`config.mk`:
```
export PLATFORM = sky130hd
export DESIGN_NAME = q_sweep_ctrl
export DESIGN_NICKNAME = d
export VERILOG_FILES = /design/src/rtl/q_pkg.sv /design/src/rtl/q_result_fifo.sv /design/src/rtl/q_sweep_ctrl.sv
export SDC_FILE = /design/constraint.sdc
export NUM_CORES = 1
export LEC_CHECK = 0
export CAP_MARGIN = 20
export CORE_MARGIN = 5
export CORE_UTILIZATION = 44
export DETAILED_ROUTE_END_ITERATION = 12
export PLACE_DENSITY = 0.68
export SETUP_SLACK_MARGIN = 0.1
export SYNTH_ARGS = -nofsm -noshare
export SYNTH_HDL_FRONTEND = slang
export SYNTH_HIERARCHICAL = 1
export SYNTH_SLANG_ARGS = --single-unit
export TNS_END_PERCENT = 5
```
`constraint.sdc`:
```
create_clock -name clk -period 6.6 [get_ports clk]
set_input_delay 1.65 -clock clk [delete_from_list [all_inputs] [get_ports clk]]
set_output_delay 1.65 -clock clk [all_outputs]
set_load 0.02 [all_outputs]
```
`src/rtl/q_pkg.sv`:
```
// Shared types and default sizing for the Q-function sweep controller.
package q_pkg;

    typedef enum logic [1:0] {
        ST_IDLE,
        ST_ISSUE,
        ST_DRAIN,
        ST_DONE
    } q_sweep_state_t;

    localparam int unsigned Q_LATENCY = 64;
    localparam int unsigned Q_DEPTH   = 16;

endpackage

```
`src/rtl/q_result_fifo.sv`:
```
// Synchronous result FIFO with occupancy output; head is visible while not empty.
// DEPTH must be a power of two and at least 2 so the pointers wrap naturally.
module q_result_fifo #(
    parameter int unsigned DEPTH = 16,
    parameter int unsigned WIDTH = 32
) (
    input  logic                       clk,
    input  logic                       rst_n,
    input  logic                       push_i,
    input  logic [WIDTH-1:0]           data_i,
    input  logic                       pop_i,
    output logic [WIDTH-1:0]           data_o,
    output logic                       valid_o,
    output logic [$clog2(DEPTH):0]     occ_o
);

    localparam int unsigned AW = $clog2(DEPTH);

    typedef logic [AW-1:0] ptr_t;
    typedef logic [AW:0]   cnt_t;

    logic [WIDTH-1:0] mem_q [DEPTH];
    ptr_t             wr_ptr_q;
    ptr_t             rd_ptr_q;
    cnt_t             cnt_q;
    logic             do_pop;
    logic             full;

    assign full    = (32'(cnt_q) == DEPTH);
    assign do_pop  = pop_i && (cnt_q != '0);
    assign valid_o = (cnt_q != '0);
    assign data_o  = valid_o ? mem_q[rd_ptr_q] : '0;
    assign occ_o   = cnt_q;

    // Storage array, written at the tail on every push.
    always_ff @(posedge clk) begin
        if (push_i) begin
            mem_q[wr_ptr_q] <= data_i;
        end
    end

    // Pointer and occupancy bookkeeping; simultaneous push and pop leaves occupancy unchanged.
    always_ff @(posedge clk or negedge rst_n) begin
        if (!rst_n) begin
            wr_ptr_q <= '0;
            rd_ptr_q <= '0;
            cnt_q    <= '0;
        end else begin
            if (push_i) wr_ptr_q <= wr_ptr_q + ptr_t'(1);
            if (do_pop) rd_ptr_q <= rd_ptr_q + ptr_t'(1);
            case ({push_i, do_pop})
                2'b10:   cnt_q <= cnt_q + cnt_t'(1);
                2'b01:   cnt_q <= cnt_q - cnt_t'(1);
                default: cnt_q <= cnt_q;
            endcase
        end
    end

    // The upstream credit scheme must never let a push land on a full FIFO.
    a_no_overflow: assert property (@(posedge clk) disable iff (!rst_n) !(push_i && full));

endmodule

```
`src/rtl/q_sweep_ctrl.sv`:
```
// Sweep controller: issues X operands to the fixed-latency Q datapath under a
// credit limit and streams the returned results out in issue order.
module q_sweep_ctrl
    import q_pkg::*;
#(
    parameter int unsigned LATENCY = Q_LATENCY,
    parameter int unsigned DEPTH   = Q_DEPTH,
    parameter int unsigned CW      = 16
) (
    input  logic          clk,
    input  logic          aresetn,
    input  logic          start,
    input  logic [31:0]   x_start,
    input  logic [31:0]   x_step,
    input  logic [CW-1:0] count,
    input  logic [31:0]   n_in,
    input  logic [31:0]   t_in,
    output logic [31:0]   x_out,
    output logic [31:0]   n_out,
    output logic [31:0]   t_out,
    input  logic [31:0]   q_in,
    output logic [31:0]   m_tdata,
    output logic          m_tvalid,
    input  logic          m_tready,
    output logic          busy,
    output logic          done
);

    localparam int unsigned AW = $clog2(DEPTH);

    typedef logic [AW:0] cnt_t;

    q_sweep_state_t     state_q, state_d;
    logic [31:0]        x_cur_q, x_cur_d;
    logic [31:0]        step_q, step_d;
    logic [CW-1:0]      rem_q, rem_d;
    logic [31:0]        n_q, n_d;
    logic [31:0]        t_q, t_d;
    logic [LATENCY-1:0] dl_q, dl_d;
    cnt_t               infl_q, infl_d;
    cnt_t               occ;
    logic               issue;
    logic               capture;
    logic               credit;

    assign capture = dl_q[LATENCY-1];
    assign credit  = (32'(infl_q) + 32'(occ)) < DEPTH;

    // Next-state, operand sequencing, delay line and in-flight credit accounting.
    // x_cur is what x_out presents; it is not advanced on the final issue so the
    // last operand stays on the bus instead of a value one step past the sweep.
    always_comb begin
        state_d = state_q;
        x_cur_d = x_cur_q;
        step_d  = step_q;
        rem_d   = rem_q;
        n_d     = n_q;
        t_d     = t_q;
        issue   = 1'b0;
        case (state_q)
            ST_IDLE: begin
                if (start) begin
                    x_cur_d = x_start;
                    step_d  = x_step;
                    rem_d   = count;
                    n_d     = n_in;
                    t_d     = t_in;
                    state_d = (count != '0) ? ST_ISSUE : ST_DONE;
                end
            end
            ST_ISSUE: begin
                if (credit) begin
                    issue = 1'b1;
                    rem_d = rem_q - CW'(1);
                    if (rem_q != CW'(1)) begin
                        x_cur_d = x_cur_q + step_q;
                    end else begin
                        state_d = ST_DRAIN;
                    end
                end
            end
            ST_DRAIN: begin
                if ((dl_q == '0) && !m_tvalid) state_d = ST_DONE;
            end
            ST_DONE: state_d = ST_IDLE;
            default: state_d = ST_IDLE;
        endcase

        dl_d    = dl_q << 1;
        dl_d[0] = issue;

        case ({issue, capture})
            2'b10:   infl_d = infl_q + cnt_t'(1);
            2'b01:   infl_d = infl_q - cnt_t'(1);
            default: infl_d = infl_q;
        endcase
    end

    // State and datapath registers; reset drops everything in flight.
    always_ff @(posedge clk or negedge aresetn) begin
        if (!aresetn) begin
            state_q <= ST_IDLE;
            x_cur_q <= '0;
            step_q  <= '0;
            rem_q   <= '0;
            n_q     <= '0;
            t_q     <= '0;
            dl_q    <= '0;
            infl_q  <= '0;
        end else begin
            state_q <= state_d;
            x_cur_q <= x_cur_d;
            step_q  <= step_d;
            rem_q   <= rem_d;
            n_q     <= n_d;
            t_q     <= t_d;
            dl_q    <= dl_d;
            infl_q  <= infl_d;
        end
    end

    assign x_out = x_cur_q;
    assign n_out = n_q;
    assign t_out = t_q;
    assign busy  = (state_q == ST_ISSUE) || (state_q == ST_DRAIN);
    assign done  = (state_q == ST_DONE);

    q_result_fifo #(
        .DEPTH (DEPTH),
        .WIDTH (32)
    ) u_fifo (
        .clk     (clk),
        .rst_n   (aresetn),
        .push_i  (capture),
        .data_i  (q_in),
        .pop_i   (m_tready),
        .data_o  (m_tdata),
        .valid_o (m_tvalid),
        .occ_o   (occ)
    );

endmodule

```
## Yosys cells after proc, flatten, opt, wreduce, memory -nomap -nowiden

Memory sizes are Yosys's and may differ from the RTL's.
Index checks and enable logic that the tools add are counted.

| word-level totals | value |
|---|---|
| bits in registers | 228 |
| latch bits | 0 |
| RAM bits | 512 |
| ROM bits | 0 |
| bits of input ports | 180 |
| output and inout bits | 131 |
| logic and storage cells | 70 |
| memories kept | 1 |

Memories:

| name | words | width | rd ports | clocked after memory_dff | write ports | RTL line | source |
|---|---|---|---|---|---|---|---|
| u_fifo.mem_q | 16 | 32 | 1 | 0 | 1 | q_result_fifo.sv:22 | `logic [WIDTH-1:0] mem_q [DEPTH];` |

| operators by class | value |
|---|---|
| $add $sub $neg | 9 |
| $mul | 0 |
| divide/modulo/power cells | 0 |
| magnitude comparators | 1 |
| eq/ne operators | 13 |
| shifts and indexed selects | 0 |
| muxes and demuxes | 20 |
| bitwise gates (word level) | 0 |
| reduce and logical (&&, ||, !) cells | 15 |

Operators by type and width:

| operator | count |
|---|---|
| two-way mux 32 bit | 4 |
| zero test 64 bit | 1 |
| one-hot mux 32 bit (2 select lines) | 1 |
| adder 32 bit | 1 |
| two-way mux 16 bit | 2 |
| one-hot mux 16 bit (2 select lines) | 1 |
| one-hot mux 5 bit (2 select lines) | 2 |
| inequality test 16 x 1 -> 1 bit, second input constant | 1 |
| nonzero test 16 bit | 1 |
| subtractor 16 x 1 -> 16 bit, second input constant | 1 |
| adder 5 x 1 -> 5 bit, second input constant | 2 |
| two-way mux 2 bit | 5 |
| inequality test 2 bit, second input constant | 5 |
| subtractor 5 x 1 -> 5 bit, second input constant | 2 |
| adder 4 x 1 -> 4 bit, second input constant | 2 |
| equality test 2 bit, second input constant | 4 |
| one-hot mux 2 bit (4 select lines) | 1 |
| AND reduction 4 bit | 2 |
| adder 5 x 5 -> 6 bit | 1 |
| equality test 2 x 1 -> 1 bit, second input constant | 3 |
| < comparator 6 x 5 -> 1 bit, second input constant | 1 |
| nonzero test 2 bit | 3 |
| nonzero test 5 bit | 1 |
| two-way mux 1 bit | 4 |
| other kinds (6) | 7 |

## Logic depth before layout (Yosys ltp)

| depth | value |
|---|---|
| depth after elaboration | 6 |
| gate-level depth with buffers | 15 |
| depth with buffers taken out | 14 |

## Hierarchy

The synthesis kept the hierarchy.

Modules (own cells, without submodules):

| module | instances | cells an instance | area each (um^2) | seq. area each (um^2) |
|---|---|---|---|---|
| q_result_fifo | 1 | 879 | 20330.7 | 15700.1 |
| q_sweep_ctrl | 1 | 884 | 10095.9 | 5380.2 |

## Worst setup path before layout

Ideal clock, no wire load.

| timing path | value |
|---|---|
| kind | reg2out |
| start point | reg u_fifo.rd_ptr_q[1] |
| end point | out m_tdata[10] |
| data arrival time | 1.913 ns |
| required time | 4.950 ns |
| slack | 3.037 ns |
| cell stages (with the launch flop) | 7 |
| buffers on the path | 4 |
| path through | dfrtp_1 > buf_6 > buf_12 > buf_2 > clkbuf_1 > mux4_2 > a221o_1 |

| on the way | value |
|---|---|
| word-level cells in the longest chain between the ends | 2 |

RTL lines:

| what | RTL line | source |
|---|---|---|
| start: declaration | q_result_fifo.sv:24 | `ptr_t rd_ptr_q;` |
| start signal: assignment | q_result_fifo.sv:50 | `if (do_pop) rd_ptr_q <= rd_ptr_q + ptr_t'(1);` |
| memory (16 x 32 bit) | n/a |  |
| two-way mux 32 bit | q_result_fifo.sv:32 | `assign data_o = valid_o ? mem_q[rd_ptr_q] : '0;` |
| end: declaration | q_sweep_ctrl.sv:22 | `output logic [31:0] m_tdata,` |

No other way between the ends.

## Worst setup path after layout

| timing path | value |
|---|---|
| start point | reg u_fifo.rd_ptr_q[3] |
| end point | out m_tdata[17] |

The elaborated chain is that of the path after synthesis.

==> qor.txt <==
Post-synth EDFFs = 512
Core Util, Final = 54.1%
Slew @ Worst Pin = 1.09 ns
Worst-skew pair later-pin latency = 0.62 ns
Pwr Density = 472 mW/mm²
Top cells by area, synth = edfxtp_1 (51%), dfrtp_1 (19%), mux4_2 (9.5%)
Worst R2R Start = u_fifo/occ_o[1]
Routed Antenna Nets = 0
Comb power frac = 39.8%
Total gr overflow = 0
Root Buffer Master = clkbuf_16
Ys Warns = 6
CP cell instances = buf_4 -> mux4_2 -> mux2_2 -> a221o_1 -> clkdlybuf4s50_1
Post_cts resized = 0
Horiz. Die Dim = 273 µm
Crit end category = output pin
Die Area = 0.0745 mm²
Row count = 96
Fin. Hold Viols = 0
Via density per instance = 5.52
R2R cell count = 14
Worst setup SP type = flop
Yosys reg bits = 740
Crit-path max cell delay = 0.72 ns
Iteration-0 DRC Markers = 1159
Maximum vdd drop = 0.274 mV
Core box area = 0.0686 mm²
Detailed Routing Iterations Pass 1 = 5
Min Clock Period, post-route = 5.34 ns
Hpwl dp = 43.5 mm
Clock sinks = 740
I/O pin count = 311
Layout cells sized above 1 = 20.6%
Worst Hold Launch = dl_q[17]
Post-synth cell types = 73
Switching portion of total power = 34.0%
Syn Inst Count = 1763
Buf/Inv on CP = 2
FF-to-FF setup slack = 3.32 ns
Clock Path Buffers = 3
Async SR Flop Fraction = 30.8%
Power Total = 17.5 mW
Outcome = finished clean
Top cell type's share of synthesized area = 50.5%
CTS tree = built
CP required = 4.95 ns
Most frequent cell after synthesis = edfxtp_1
Top_reg_cell synth = edfxtp_1
Hold_ws = 0.374 ns
GP Congestion = 0.838
Worst Skew = 0.0211 ns
Final setup fails = 0
Layout fillers = 5358
Unrepaired setup endpoints after global routing = false
Leading area contributor after synthesis = edfxtp_1
Crit Path Max Fanout = 52
Switching power total = 5.96 mW
Top cells by count, synth = edfxtp_1 (512), dfrtp_1 (228), mux2_2 (130)
TNS Setup = 0 ns
Clock transition at the registers of the reported paths = 0.06 ns
Vias in the first global route = 17900
Clk pwr share = 24.8%
Initial antenna violation count = 7
Hold path depth = 0
Largest net degree at the start of global routing = 75
P&R area growth vs syn = 22.0%
Peak Freq = 0.187 GHz
R2R Path End = infl_q[4]
Port Buf Inserts = 310
Critical path's slowest cell = buf_4
CTS HTree Levels = 3
Worst min-delay path category = flop to flop
Postcts setup bufs = 0
Max Slew Vio Count = 0
Starting Density = 44.4%
Syn nets = 2000
Flop pwr share = 35.5%
Cell area after synthesis = 0.0304 mm²
Hold-critical path endpoint = dl_q[18]
Worst path arrival time = 3.69 ns
Critical path type = flop to output pin
CTS buffer count = 77
WL per Instance = 22.5 µm
Drc violations = 0
Max Cap Viol = 0
Max_slew headroom = 27.6%
Leakage = 13.2 nW
First-pass GRT wire length = 107 mm
# hold bufs at CTS = 0
Int Power = 11.6 mW
Average size of a mapped cell = 17.3 µm²
Die height = 273 µm
Post-route clock period utilization = 80.9%
Top delay family on crit path = buffers and inverters
Total number of vias = 17100
Tot GR Track Use = 18.6%
Placed cells = 2949
Routed wire length = 69.8 mm
Sequential share of the synthesized area = 69.3%
Post-Layout Cell Count = 3094
Layout Nets = 2334
metrics by stage:
step	setup slack, ns	instance area [µm²]
finish	1.26	37100
global route	1.13	37100
CTS	1.22	37100
detailed placement	1.89	34600
global placement	1.92	34500
floorplan	3.04	30400
routing by layer:
metal | track usage [%] | vias to the layer above | part of all wire (%)
met5 | 0 | - | 0.092
met1 | 23.7 | 8786 | 40
met3 | 4.86 | 121 | 7.3
met4 | 6.04 | 10 | 2.7
met2 | 31.4 | 527 | 50
li1 | - | 7622 | -
cell families after synthesis:
group           count (synthesis)  synth area share [%]
fa+ha+maj                      57                  2.39
flops                         740                  69.3
simple gates                  290                  4.92
mux                           269                  14.6
xor+xnor                       41                  1.18
compound gates                252                  5.51
buf+inv                       114                  2.06
state kept, by name, summed over array words and instances (netlist names):
| register | count |
|---|---|
| u_fifo/mem_q | 512 |
| dl_q | 64 |
| n_out | 32 |
| step_q | 32 |
| t_out | 32 |
| x_out | 32 |
| rem_q | 16 |
| infl_q | 5 |
| u_fifo/occ_o | 5 |
| u_fifo/rd_ptr_q | 4 |
| u_fifo/wr_ptr_q | 4 |
| state_q | 2 |
cell usage in the layout, fill, tap and decap left out, drive strengths merged, types with 5 or more instances in the layout:
| cell type | count |
|---|---|
| bufinv | 7 |
| o21ai | 69 |
| nand2 | 65 |
| a21oi | 74 |
| clkbuf | 103 |
| mux2i | 11 |
| dfrtp | 228 |
| xnor2 | 25 |
| clkdlybuf4s50 | 309 |
| a221o | 34 |
| or3 | 5 |
| nor4 | 22 |
| nor3 | 24 |
| clkinv | 25 |
| a21o | 15 |
| mux2 | 130 |
| ha | 55 |
| nand2b | 10 |
| nor2b | 35 |
| nand3 | 33 |
| o22ai | 11 |
| mux4 | 128 |
| and2 | 15 |
| nor2 | 45 |
| and3 | 10 |
| a31oi | 8 |
| inv | 27 |
| a211oi | 5 |
| nand4 | 14 |
| buf | 36 |
| xor2 | 16 |
| edfxtp | 512 |
| o21a | 5 |
cell type report:
cell class	instances	area [µm²]	area share, %
repair buffers	345	3420	9.20
well taps	931	1160	3.14
clock inverters	39	439	1.18
clock buffers	103	2130	5.73
diodes	3	7.51	0.0202
flip-flops and latches	740	21100	56.8
multi-input cells	909	8790	23.7
inverters	24	90.1	0.243
power groups by stage:
stage | registers (mW) | logic [mW] | clock network (mW)
2_1_floorplan | 6.38 | 4.63 | 0
3_3_place_gp | 6.27 | 6.89 | 0
3_5_place_dp | 6.30 | 7.01 | 0
4_1_cts | 6.22 | 7.04 | 4.45
5_1_grt | 6.31 | 7.57 | 4.66
6_report | 6.21 | 6.97 | 4.34
worst register-to-register path, cell delays in order (launching register included):
cell and delay [ns]:
dfrtp_1 0.51, ha_1 0.30, a31o_2 0.23, a21oi_1 0.15, o21ai_0 0.23, or2_2 0.38
ha_1 0.24, inv_1 0.13, fa_1 0.23, inv_1 0.06, a21o_1 0.17, a21oi_1 0.18
xnor2_1 0.15, nor2_1 0.07, xor2_1 0.14
worst max-delay path by stage:
stage / from / end / depth (start not counted)
floorplan: u_fifo/rd_ptr_q[1] / m_tdata[10] / 6
global placement: u_fifo/rd_ptr_q[1] / m_tdata[24] / 5
detailed placement: u_fifo/rd_ptr_q[3] / m_tdata[0] / 5
CTS: u_fifo/rd_ptr_q[3] / m_tdata[0] / 5
global route: u_fifo/rd_ptr_q[1] / m_tdata[24] / 5
finish: u_fifo/rd_ptr_q[3] / m_tdata[17] / 5
No activity file was read; power rests on OpenSTA's default activity.
